==> src/rtl/dmem_arbiter_pkg.sv <==
// Shared types for the data-memory arbiter.
// Arbiter FSM state and the word-size code used for debug beats.
package dmem_arbiter_pkg;

  typedef enum logic {
    IDLE  = 1'b0,
    BURST = 1'b1
  } arb_state_t;

  localparam logic [2:0] FUNC3_WORD = 3'b010;

endpackage

==> src/rtl/arb_sat_counter.sv <==
// Saturating up-counter with synchronous clear.
// Clear has priority over increment.
module arb_sat_counter #(
  parameter int W     = 4,
  parameter int LIMIT = 8
) (
  input  logic         clk,
  input  logic         reset_n,
  input  logic         clr,
  input  logic         inc,
  output logic [W-1:0] cnt
);

  localparam logic [W-1:0] LIM = W'(LIMIT);

  logic [W-1:0] cnt_q;
  logic [W-1:0] cnt_d;

  always_comb begin
    cnt_d = cnt_q;
    if (clr)
      cnt_d = '0;
    else if (inc && cnt_q != LIM)
      cnt_d = cnt_q + 1'b1;
  end

  always_ff @(posedge clk or negedge reset_n) begin
    if (!reset_n)
      cnt_q <= '0;
    else
      cnt_q <= cnt_d;
  end

  assign cnt = cnt_q;

endmodule

==> src/rtl/dmem_arbiter.sv <==
// Shares the data memory between the MEM stage and a debug port.
// Core has priority; debug gets starvation relief and bounded bursts.
module dmem_arbiter
  import dmem_arbiter_pkg::*;
#(
  parameter int DM_ADDRESS   = 9,
  parameter int DATA_W       = 32,
  parameter int STARVE_LIMIT = 8,
  parameter int BURST_MAX    = 4
) (
  input  logic                  clk,
  input  logic                  reset_n,
  input  logic                  core_rd,
  input  logic                  core_wr,
  input  logic [DM_ADDRESS-1:0] core_addr,
  input  logic [DATA_W-1:0]     core_wdata,
  input  logic [2:0]            core_func3,
  output logic                  core_stall,
  output logic [DATA_W-1:0]     core_rdata,
  input  logic                  dbg_req,
  input  logic                  dbg_we,
  input  logic                  dbg_lock,
  input  logic [DM_ADDRESS-1:0] dbg_addr,
  input  logic [DATA_W-1:0]     dbg_wdata,
  output logic                  dbg_gnt,
  output logic                  dbg_rvalid,
  output logic [DATA_W-1:0]     dbg_rdata,
  output logic                  mem_rd,
  output logic                  mem_wr,
  output logic [DM_ADDRESS-1:0] mem_addr,
  output logic [DATA_W-1:0]     mem_wdata,
  output logic [2:0]            mem_func3,
  input  logic [DATA_W-1:0]     mem_rdata
);

  localparam int SW = $clog2(STARVE_LIMIT + 1);
  localparam int BW = $clog2(BURST_MAX + 1);
  localparam logic [SW-1:0] S_LIM = SW'(STARVE_LIMIT);
  localparam logic [BW-1:0] B_MAX = BW'(BURST_MAX);

  arb_state_t    state_q;
  arb_state_t    state_d;
  logic          rsp_dbg_q;
  logic          rsp_dbg_d;
  logic [SW-1:0] starve_cnt;
  logic [BW-1:0] beat_cnt;
  logic          core_act;
  logic          dbg_sel;
  logic          burst_ok;
  logic          beat_adv;

  assign core_act = core_rd | core_wr;
  assign burst_ok = (state_q == BURST) && (beat_cnt < B_MAX);

  // Outputs must read 0 while reset is held, so the grant is gated too.
  assign dbg_sel = reset_n & dbg_req &
                   (!core_act | (starve_cnt == S_LIM) | burst_ok);

  assign dbg_gnt    = dbg_sel;
  assign core_stall = core_act & dbg_sel;
  assign beat_adv   = dbg_sel & dbg_lock;

  always_comb begin
    state_d   = beat_adv ? BURST : IDLE;
    rsp_dbg_d = dbg_sel & !dbg_we;
  end

  always_comb begin
    mem_rd    = 1'b0;
    mem_wr    = 1'b0;
    mem_addr  = '0;
    mem_wdata = '0;
    mem_func3 = '0;
    if (dbg_sel) begin
      mem_rd    = !dbg_we;
      mem_wr    = dbg_we;
      mem_addr  = dbg_addr;
      mem_wdata = dbg_wdata;
      mem_func3 = FUNC3_WORD;
    end else if (reset_n) begin
      mem_rd    = core_rd & !core_wr;
      mem_wr    = core_wr;
      mem_addr  = core_addr;
      mem_wdata = core_wdata;
      mem_func3 = core_func3;
    end
  end

  always_ff @(posedge clk or negedge reset_n) begin
    if (!reset_n) begin
      state_q   <= IDLE;
      rsp_dbg_q <= 1'b0;
    end else begin
      state_q   <= state_d;
      rsp_dbg_q <= rsp_dbg_d;
    end
  end

  arb_sat_counter #(
    .W     (SW),
    .LIMIT (STARVE_LIMIT)
  ) u_starve (
    .clk     (clk),
    .reset_n (reset_n),
    .clr     (dbg_sel),
    .inc     (dbg_req & !dbg_sel),
    .cnt     (starve_cnt)
  );

  // Any beat that does not continue a locked burst ends it.
  arb_sat_counter #(
    .W     (BW),
    .LIMIT (BURST_MAX)
  ) u_beat (
    .clk     (clk),
    .reset_n (reset_n),
    .clr     (!beat_adv),
    .inc     (beat_adv),
    .cnt     (beat_cnt)
  );

  assign dbg_rvalid = rsp_dbg_q;
  assign dbg_rdata  = rsp_dbg_q ? mem_rdata : '0;
  assign core_rdata = reset_n ? mem_rdata : '0;

  always_ff @(posedge clk) begin
    if (reset_n)
      a_core_rdwr: assert (!(core_rd && core_wr))
        else $warning("dmem_arbiter: core_rd and core_wr both high, write taken");
  end

endmodule

==> config.mk <==
export PLATFORM = sky130hd
export DESIGN_NAME = dmem_arbiter
export DESIGN_NICKNAME = d
export VERILOG_FILES = /design/src/rtl/dmem_arbiter_pkg.sv /design/src/rtl/arb_sat_counter.sv /design/src/rtl/dmem_arbiter.sv
export SDC_FILE = /design/constraint.sdc
export NUM_CORES = 1
export LEC_CHECK = 0
export ABC_AREA = 1
export CELL_PAD_IN_SITES_DETAIL_PLACEMENT = 1
export CELL_PAD_IN_SITES_GLOBAL_PLACEMENT = 2
export CORE_UTILIZATION = 10
export DETAILED_ROUTE_END_ITERATION = 10
export PLACE_DENSITY = 0.93
export SLEW_MARGIN = 20
export SYNTH_ARGS = -nofsm -noshare
export SYNTH_HDL_FRONTEND = slang
export SYNTH_SLANG_ARGS = --single-unit
==> constraint.sdc <==
create_clock -name clk -period 2.11 [get_ports clk]
set_input_delay 0.3165 -clock clk [delete_from_list [all_inputs] [get_ports clk]]
set_output_delay 0.3165 -clock clk [all_outputs]
set_load 0.01 [all_outputs]
==> results list, run 1 <==
* Outcome: finished, final reports clean
* Most used standard cells in the synthesized netlist: nand2_1 (123), nand3_1 (91), inv_1 (76)
- A synthesized cell averages between 5 and 6 sq um.
* Part of the power in the clock network: 0.185
* Sequential fraction of the synthesis area: 0.128
- Proportion of netlist area held by the largest area contributor: 0.263
- Start of the worst register-to-register path: u_starve.cnt[1]
- Largest net degree at the start of global routing: 34
* DP Cell Count: just over 800
- # nets final: ~730
- EDFF count, synth: 0
- Slowest cell delay on critical path: between 0.3 and 0.4 ns
- The netlist uses 21 different library cells.
- Post-detail-place hpwl: 7.91 mm
- Clock period minus worst slack: 2.02 ns
- Reg power frac: 0.140
* Vias in the first global route: around 3000
- After detailed routing, the number of vias per cell comes to between 3 and 4.
* Post-route DRC: 0
* Total I/O pin count: 237
* Maximum level of the CTS H-tree: 1
- #FFs+latches synth: 9
- Max-cap violations in this run came to 0.
* Crit path kind: flip-flop to output pin
- Along the worst path, the maximum fanout reaches 7.
- The clock reaches the later pin of the worst-skew pair after 0.23 ns.
- Summing every instance area after synthesis gives ~1800 sq um.
- After clock tree synthesis, the clock-pin slew on the worst setup and hold paths is ~0.04 ns.
* Net switching power: 654 uW
- CP startpoint kind: flip-flop
- Number of buffers added by the clock tree synthesis step: 3
- Final Setup Violations: 0
- Die Width: about 130 microns
- Gate count after technology mapping: 351
* Slowest-stage cell, CP: dfrtp_1
- Ys async rst share: 1.00
- Critical path, cell by cell: inv_2 -> ha_4 -> nand3_4 -> nand3_4 -> nand2_8 -> buf_4 -> buf_4 -> nand3_1 -> nand2_1 -> buf_2
- Wire length of the first global-routing pass: about 16 mm
- The longest clock path from root to sink contains 2 buffers.
* Post-Route Hold Slack: 0.263 ns
- Power per cell area: a little under 400 nW/um^2
- Of the cells placed in the final design, the portion with a size suffix greater than 1 is 0.157.
- Most frequently used cell type in the post-synthesis netlist: nand2_1
- Critical path origin: u_starve.cnt[1]
- Total GRT Usage: 0.106
* Final Hold Fails: 0
* Max_slew headroom: 0.896
- Number of rows created at floorplan: 48
- In this run the standard cell core region covers roughly 17000 sq um.
* Internal power consumption: 1120 uW
- Total congestion overflow after global routing: 0
* Switching Share: 0.369
- Max-slew violation count: 0
- Min-delay worst type: input port to async pin
* Final cell count without fillers: 822
- For this configuration, the core starts out at a cell density of 0.102.
- Floorplan die area: ~18000 sq um
* Critical path capture point type: output pin
* First-pass iteration count of the detailed router: 4
- Fraction of the cycle the final worst path needs: 0.956
* Final GP Congestion: about 0.73
- Portion of total power attributed to combinational logic: 0.675
* Data arrival time of the critical path: about 1.7 ns
- From bottom edge to top edge, the die measures 135 microns.
- Clock skew after layout: 0.000710 ns
- In this run, the number of DRC markers left after iteration 0 of detailed routing was 32.
- In this run the static leakage power is about 0.0025 uW.
- CTS saw 9 sinks.
- Maximum vdd drop: 0.259 mV
- Counting every net in the synthesized netlist gives about 480.
- Diodes inserted: 0
* Hold-fix buffers at CTS: 0
- Sum of routed wire length over all layers: 10.1 mm
- Derived from the worst setup path, the maximum achievable clock frequency is between 400 and 500 MHz.
* Kind of cell adding the most delay to the critical path: buffers and inverters
- Setup repair after global routing could not meet its margin everywhere.
- Cell taking the most area after synthesis: nand2_1
- Count of buffering cells on the critical path with inverters included: 4
* CTS root buffer: clkbuf_16
- For this run, the number of Yosys warnings is 0.
* CTS tree: built
- Number of fill cells in the layout: 2188
- Residual antenna-violating net count after detailed routing: 0
- Compared with the post-synthesis result, the final layout area differs by 159%.
* Number of antenna violations at the first check in global routing: 0
- For this run, the share of the core covered by cells in the final layout is 0.264.
- Dividing the detail-routed wire length by the instance count gives between 10 and 15 microns.
- In the synthesized netlist the dominant register cell turns out to be dfrtp_1.
- Transition time at the pin with the least slew margin: 0.154 ns
- Most area-consuming cells after synthesis: nand2_1 (26%), nand3_1 (26%), inv_1 (16%), dfrtp_1 (13%), buf_2 (3.7%)
- Required time worst endpoint: 1.79 ns
- The routed layout has 3093 vias.
* IO buf count: about 240
worst reg2reg max path, stage by stage (launching register included):
cell	delay (ns)
dfrtp_1	0.38
inv_2	0.07
ha_4	0.14
nand3_4	0.08
nand3_4	0.14
buf_6	0.15
buf_4	0.13
nand3_1	0.13
nor2_1	0.12
state kept, by name (all words and copies together) (netlist names):
name and count:
u_beat.cnt 3, u_starve.cnt 4, dbg_rvalid 1, state_q 1
per-stage QoR:
stage                     setup TNS [ns]  total power, uW  cell area (sq um)  setup slack, ns
after detailed placement          -11.68             1380               4500           -0.286
after floorplan                        0              682               1760            0.509
final                                  0             1770               4550           0.0925
after global placement            -10.89             1370               4500           -0.258
after CTS                              0             1840               4600         0.000648
after global routing            -0.00321             1910               4550         -0.00321
power groups by stage:
| stage | registers (uW) | clock network (uW) | logic [uW] |
|---|---|---|---|
| 2_1_floorplan | 246 | 0 | 436 |
| 3_3_place_gp | 242 | 0 | 1120 |
| 3_5_place_dp | 243 | 0 | 1130 |
| 4_1_cts | 248 | 335 | 1260 |
| 5_1_grt | 254 | 345 | 1310 |
| 6_report | 248 | 328 | 1190 |
routing by layer:
metal / share of wire / GRT usage
met1: 0.42 / 0.127
met2: 0.48 / 0.197
met3: 0.089 / 0.0248
met5: 0 / 0
met4: 0.0040 / 0.0131
layout by cell type, fill, tap and decap left out, types with 2 or more instances in the layout:
master and instances:
o21ai_0 2, ha_1 3, clkdlybuf4s50_1 186, nand3_1 90, clkbuf_16 3, clkbuf_2 13
dfrtp_1 9, nand3_4 2, inv_1 74, nand2_1 121, buf_6 5, inv_2 3
dlygate4sd2_1 2, nor2_1 9, buf_16 3, buf_4 17, buf_12 7, nand2_2 3
buf_2 33
layout make-up:
class                   instances  area (sq um)  share of cell area
clock buffers                   4          78.8              0.0173
inverters                      78           295              0.0649
multi-input cells             239          1140               0.250
flip-flops and latches          9           225              0.0495
well taps                     225           282              0.0619
repair buffers                267          2530               0.556
what timing repair did:
action	in CTS	in global routing
setup endpoints to repair	48	48
cloned	3	0
pin swaps	5	5
buffers inserted	5	1
gates resized for setup	163	31
final timing paths:
kind	endpoint	depth (start not counted)	slack (ns)
min in group clk	u_starve.cnt[2]	2	0.58
setup reg to reg	u_beat.cnt[1]	8	0.68
hold / removal	u_beat.cnt[1]	3	0.26
hold reg to reg	u_starve.cnt[2]	2	0.58
setup / recovery	mem_wdata[25]	10	0.09
max in group asynchronous	u_starve.cnt[2]	3	1.70
cell families (layout without fill, tap and decap cells):
group	Yosys count	in the layout	synth area share
and+or+nand+nor	229	229	0.575
buffers and inverters	103	349	0.249
DFF	9	9	0.128
AOI/OAI and AO/OA	5	5	0.0150
adders and majority gates	4	4	0.0285
xor gates and xnor gates	1	1	0.00499
Power figures use the tool's default switching activity.
==> inputs of run 2 (changes only) <==
--- a/config.mk
+++ b/config.mk
@@ -5,12 +5,12 @@
 export SDC_FILE = /design/constraint.sdc
 export NUM_CORES = 1
 export LEC_CHECK = 0
-export ABC_AREA = 1
 export CELL_PAD_IN_SITES_DETAIL_PLACEMENT = 1
 export CELL_PAD_IN_SITES_GLOBAL_PLACEMENT = 2
+export CORE_ASPECT_RATIO = 1.75
 export CORE_UTILIZATION = 10
 export DETAILED_ROUTE_END_ITERATION = 10
-export PLACE_DENSITY = 0.93
+export PLACE_DENSITY = 0.9
 export SLEW_MARGIN = 20
 export SYNTH_ARGS = -nofsm -noshare
 export SYNTH_HDL_FRONTEND = slang
==> results list, run 2 <==
- Cell leakage power: roughly 0.0022 uW
- Slowest-stage cell, CP: o31a_4
- Leaving out fill and tap cells, the most frequent cell in the layout is clkdlybuf4s50_1.
- Synthesis produced a netlist with a net count of 406.
- Ranked by instance count, the synthesized netlist is headed by nand3_1 (84), and2_1 (64), nand2_1 (48).
- Power per cell area: approximately 400 nW/um^2
* Post-route DRC: 0
- Crit path kind: flip-flop to output pin
- Required time worst endpoint: 1.79 ns
* Critical path capture point type: output pin
* CP startpoint kind: flip-flop
* Gate count after technology mapping: 278
- The worst-case IR drop observed on VDD is about 0.45 mV.
- Max Fclk: approximately 410 MHz
* Clk slew on worst S/H paths: 0.04 ns
* Max_slew headroom: 0.685
- Total congestion overflow after global routing: 0
* Hold-fix buffers at CTS: 0
- The die is ~170 microns tall.
- The first global-routing pass estimated between 15 and 20 mm of wire.
- Setup repair after global routing could not meet its margin everywhere.
- The number of global-route vias before repair came to between 3000 and 4000.
- Number of distinct library cell variants in the gate-level netlist after synthesis: 35
- Critical Path Most Common Cell: buf_6
- Wires add up to 12.7 mm.
- Setup violations remaining at the end of the flow were counted as 48.
- The min-delay analysis places its worst path in the category input port to async pin.
- The later pin in the worst-skew pair is clocked with a latency of between 0.2 and 0.25 ns.
* Final Hold Fails: 0
- Of the post-synthesis cell area, the dominant cell type holds 0.247.
* Wire per inst: about 17 microns
- Area of the core: around 17000 sq um
- CTS saw 9 sinks.
- Diodes inserted: 0
- The critical path goes through inv_2 -> ha_4 -> and3b_2 -> buf_4 -> o31a_4 -> buf_6 -> buf_6 -> o21a_1 -> buf_2.
- Counting I/O delays and the setup requirement, the final critical path takes around 2.4 ns.
- Clock skew on the completed layout was measured at slightly below 0.004 ns.
* Most frequently used cell type in the post-synthesis netlist: nand3_1
- Routed via count: roughly 3000
- The initialized floorplan defines 62 standard-cell rows.
* Final GP Congestion: 0.890
* #FFs+latches synth: 9
* EDFF count, synth: 0
- The floorplan step defined a die boundary enclosing 17500 sq um.
- Post-detail-place hpwl: between 8 and 9 mm
- The checks that failed: setup timing.
- The final layout contains 671 nets.
* Number of buffers added by the clock tree synthesis step: 3
- The library cells used most frequently in the layout, excluding fill and tap cells, are clkdlybuf4s50_1 (187), and2_1 (64), nand3_1 (59).
- Count of buffering cells on the critical path with inverters included: 5
- Slowest cell delay on critical path: 0.39 ns
- Sequential fraction of the synthesis area: 0.132
- Total I/O pin count: 237
- Across the run, the number of max-cap violations was 0.
- Mean instance size in the synthesized netlist: 6.12 sq um
- Dividing the final minimum period by the clock period gives 1.16.
- The die is a little over 100 microns wide.
- Starting density of the core: 0.103
- Vias per cell: a little under 4
* Residual antenna-violating net count after detailed routing: 0
- Of all cell types, the one taking the most synthesized area is nand3_1.
* Main synth FF type: dfrtp_1
* Total GRT Usage: 0.130
- IO buf count: ~240
- In this run the worst path has a maximum fanout of 4.
- In this design, the largest share of critical-path delay is due to buffers and inverters.
- The number of pins with negative max-slew slack in the final report is 0.
* Cell area after synthesis: around 1700 sq um
* Maximum level of the CTS H-tree: 1
* First-pass iteration count of the detailed router: 4
- In the post-synthesis netlist, the biggest area contributors are nand3_1 (25%), and2_1 (24%), dfrtp_1 (13%), nand2_1 (11%), buf_6 (3.3%).
* Total number of yosys warnings: 0
* PnR worst setup slack: -0.338 ns
* Number of fill cells in the layout: between 1500 and 2000
- Outcome: finished, violations left
- Largest net degree at the start of global routing: 47
* Post-Route Hold Slack: 0.0813 ns
- Violation count after the first detailed-routing iteration: 78
- CTS tree: built
- Number of antenna violations at the first check in global routing: 0
- Setup TNS: -12.66 ns
- Relative to the synthesized area, the layout overhead comes to 193%.
- Of all flip-flops after synthesis, the portion carrying an async set or reset was 1.00.
- Largest register FFs: 4
* CTS root buffer: clkbuf_16
- Counting along the longest clock path gives a buffer depth of 2.
- For the pin with the worst max-slew slack, the measured transition is about 0.46 ns.
- In the final layout, the share of cells above drive strength 1 is 0.262.
- Data arrival time of the critical path: 2.13 ns
==> run 2: changes by cell type after synthesis, moves of 7 or more <==
cell	before	now
buf_2	13	3
nand3_1	91	84
and2_1	0	64
nand2_1	123	48
inv_1	76	5
clkbuf_1	7	14
==> run 2: worst paths after layout <==
check                                 from  slack (ns)              end  cells past startpoint
min                                reset_n        0.08  u_starve.cnt[3]                      2
max in group asynchronous          reset_n        1.85    u_beat.cnt[2]                      2
max reg2reg                  u_beat.cnt[2]        0.19    u_beat.cnt[2]                      8
max                        u_starve.cnt[1]       -0.34     mem_func3[1]                      9
min in group clk                   reset_n        0.58  u_starve.cnt[3]                      3
min reg2reg                u_starve.cnt[2]        0.61  u_starve.cnt[2]                      2
==> run 2: kinds of logic (layout without fill, tap and decap cells) <==
group	after synthesis	in the layout	synth area share
buf+inv	34	298	0.106
fa+ha+maj	4	4	0.0294
flops	9	9	0.132
compound gates	14	14	0.0640
mux	2	2	0.0125
simple gates	213	213	0.645
xor+xnor	2	2	0.0103
==> run 2: layer usage <==
| metal | global-route usage | routed length [microns] | part of all wire |
|---|---|---|---|
| met3 | 0.0177 | 554 | 0.044 |
| met5 | 0 | 0 | 0 |
| met2 | 0.271 | 7540 | 0.59 |
| met4 | 0.0193 | 174 | 0.014 |
| met1 | 0.134 | 4420 | 0.35 |
==> run 2: repair_timing <==
item	in CTS	in global routing
cloned	6	3
setup endpoints to repair	48	48
gates resized for setup	243	20
setup buffers	19	5
pin swaps	23	19
==> run 2: metrics by stage <==
step           area (sq um)  setup WS [ns]  utilization  instances  total power, uW
2_1_floorplan          1700          0.114            -        278              664
3_3_place_gp           4410         -0.495        0.267        731             1320
3_5_place_dp           4410         -0.566        0.267        731             1360
4_1_cts                4840         -0.264        0.293        760             1960
5_1_grt                4980         -0.412        0.301        766             2150
6_report               4980         -0.338        0.301        766             2020
==> run 2: cell type report <==
type                       instances  area (sq um)  area share
multi-input combinational        235          1460       0.293
tap                              224           280      0.0563
inverter                           5          18.8     0.00377
sequential                         9           225      0.0452
timing repair buffer             289          2920       0.586
clock buffer                       4          78.8      0.0158
==> run 2: power breakdown <==
group / total (uW) / internal, uW / switching, uW
Sequential: 236 / 209 / 26.6
Clock: 341 / 253 / 87.8
Combinational: 1450 / 850 / 597
==> inputs of run 3 (changes only) <==
==> constraint.sdc (replaced) <==
create_clock -name clk -period 2.11 [get_ports clk]
set_input_delay 0.3165 -clock clk [delete_from_list [all_inputs] [get_ports clk]]
set_output_delay 0.3165 -clock clk [all_outputs]
set_load 0.005 [all_outputs]
==> results list, run 3 (synthesized netlist as in run 2, its figures left out) <==
* Max-capacitance violation count: 0
* Number of fill cells in the layout: between 1500 and 2000
- The number of pins with negative max-slew slack in the final report was 0.
- The number of antenna violations at the first check in global routing was 0.
* Failing checks: setup timing
* Final cell count without fillers: roughly 780
- Maximum fanout along the worst path: 2
* Wire per inst: roughly 17 microns
* Clk slew on worst S/H paths: around 0.040 ns
- # nets final: roughly 700
- Diodes inserted: 0
- Routed via count: between 3000 and 4000
* Worst reg2reg setup slack: 0.07 ns
* Vias in the first global route: 3073
- Max Fclk: ~400 MHz
* Part of the power in the clock network: 0.163
- IO buf count: approximately 240
- Headroom to the max-slew limit came out at 0.717.
- Across every metal layer, demand over resource in global routing totals 0.126.
- The initial utilization of the core area, before any placement, comes to 0.103.
- First-pass iteration count of the detailed router: 4
- Required time worst endpoint: around 1.8 ns
- Net switching power: 716 uW
- The number of clock buffers added by TritonCTS is 3.
* Transition time at the pin with the least slew margin: between 0.4 and 0.5 ns
* Setup TNS: -16.03 ns
* Clock period minus worst slack: between 2 and 3 ns
- Number of cells traversed by the worst register-to-register path: 11
* DP Cell Count: 731
- The internal portion of the total power is 1390 uW.
* Power per cell area: a little under 400 nW/um^2
- Vias per cell: about 4
- TritonCTS built the clock tree.
- Die Width: between 100 and 150 microns
- The share of total power dissipated in sequential elements is 0.111.
- Clock skew after layout: between 0.005 and 0.006 ns
- The flow ran to the end, but the final reports show violations.
* Min-delay worst type: input port to async pin
* Most frequent cells in the layout: clkdlybuf4s50_1 (187), and2_1 (64), nand3_1 (42)
- Portion of total power attributed to combinational logic: 0.726
- Post-detail-place hpwl: 8.64 mm
- Final Setup Violations: 48
- Violation count after the first detailed-routing iteration: 66
- Number of rows created at floorplan: between 60 and 70
* Post-route DRC: 0
- Start of the worst register-to-register path: u_starve.cnt[1]
- Summing all placed instances gives a cell area of approximately 4400 sq um.
* Floorplan die area: roughly 18000 sq um
- Most common cell after layout, fill and taps aside: clkdlybuf4s50_1
- From synthesis to final layout, the design area changed by 212%.
* R2R Path End: u_beat.cnt[2]
* Final design area excluding fillers: between 5000 and 6000 sq um
- Summed over all cells, the static leakage comes to between 0.002 and 0.0025 uW.
* Final Hold Fails: 0
* CTS root buffer: clkbuf_16
- Maximum level of the CTS H-tree: 1
- Residual antenna-violating net count after detailed routing: 0
* Data arrival time of the critical path: 2.21 ns
- Unrepaired setup endpoints after global routing: true
* Largest register FFs: 4
- The worst setup path is captured at an output pin.
- Of the total power, the share spent switching nets is 0.339.
* Total I/O pin count: ~240
* Crit path kind: flip-flop to output pin
* Largest net degree at the start of global routing: between 40 and 50
* Final GP Congestion: roughly 0.9
- Wire length of the first global-routing pass: 17.3 mm
- After global routing the overflow that remains totals 0.
* PnR worst setup slack: -0.417 ns
* Sum of routed wire length over all layers: about 13 mm
- Across the VDD grid, the largest voltage drop is 0.412 mV.
* Insertion delay to the later sink of the worst-skew pair: 0.24 ns
- CP startpoint kind: flip-flop
- Ratio of cells with drive above 1 in the final layout: 0.329
- In the finished design, the share of the clock period the worst path needs comes to 1.20.
- Die outline height: ~170 microns
* Buffer depth of the longest clock path: 2
- Number of clock sinks seen by CTS: 9
- The floorplan step defined a core boundary enclosing around 17000 sq um.
-- run 3: what timing repair did --
item | 4_1_cts | 5_1_grt
pin swaps | 16 | 28
hold endpoints to repair | 0 | 0
buffers inserted | 20 | 24
endpoints found under the setup margin | 48 | 48
gates resized for setup | 145 | 131
gates cloned | 4 | 5
hold buffers | 0 | 0
-- run 3: per-stage QoR --
stage	hold WS [ns]	power, uW	utilization	setup WS (ns)
6_report	0.0803	2110	0.322	-0.417
5_1_grt	0.101	2240	0.322	-0.510
4_1_cts	0.0858	1910	0.295	-0.486
3_5_place_dp	0.332	1310	0.267	-0.532
3_3_place_gp	0.322	1260	0.267	-0.465
2_1_floorplan	0.0209	611	-	0.140
-- run 3: area by class of cell --
type,instances,area [sq um],share of cell area
clock buffers,4,78.8,0.0148
well taps,224,280,0.0528
inverters,5,18.8,0.00353
repair buffers,307,3090,0.582
multi-input cells,235,1620,0.304
flip-flops and latches,9,225,0.0424
-- run 3: power groups by stage --
stage | registers, uW | logic, uW | clock network, uW
2_1_floorplan | 237 | 374 | 0
3_3_place_gp | 228 | 1040 | 0
5_1_grt | 240 | 1640 | 355
4_1_cts | 234 | 1320 | 349
3_5_place_dp | 234 | 1080 | 0
6_report | 235 | 1530 | 344
-- run 3: worst max-delay path, stage by stage, from the launching register on --
cell and delay (ns):
dfrtp_1 0.36, inv_2 0.06, ha_4 0.16, and3b_2 0.21
buf_6 0.12, o31ai_4 0.25, buf_6 0.16, buf_12 0.10
buf_8 0.10, buf_12 0.10, buf_6 0.09, nand3_2 0.06
nand2_1 0.07, buf_2 0.12
-- run 3: worst max-delay path by stage --
stage          slack, ns             from             to
2_1_floorplan       0.14  u_starve.cnt[0]  mem_wdata[20]
6_report           -0.42  u_starve.cnt[1]    mem_addr[7]
4_1_cts            -0.49  u_starve.cnt[1]  mem_wdata[17]
5_1_grt            -0.51  u_starve.cnt[1]  mem_wdata[24]
3_5_place_dp       -0.53          core_wr  mem_wdata[10]
3_3_place_gp       -0.47          core_wr  mem_wdata[29]
-- run 3: layer usage --
| layer | share of wire | GRT usage |
|---|---|---|
| met5 | 0 | 0 |
| met4 | 0.011 | 0.0187 |
| met2 | 0.60 | 0.257 |
| met1 | 0.36 | 0.137 |
| met3 | 0.037 | 0.0141 |
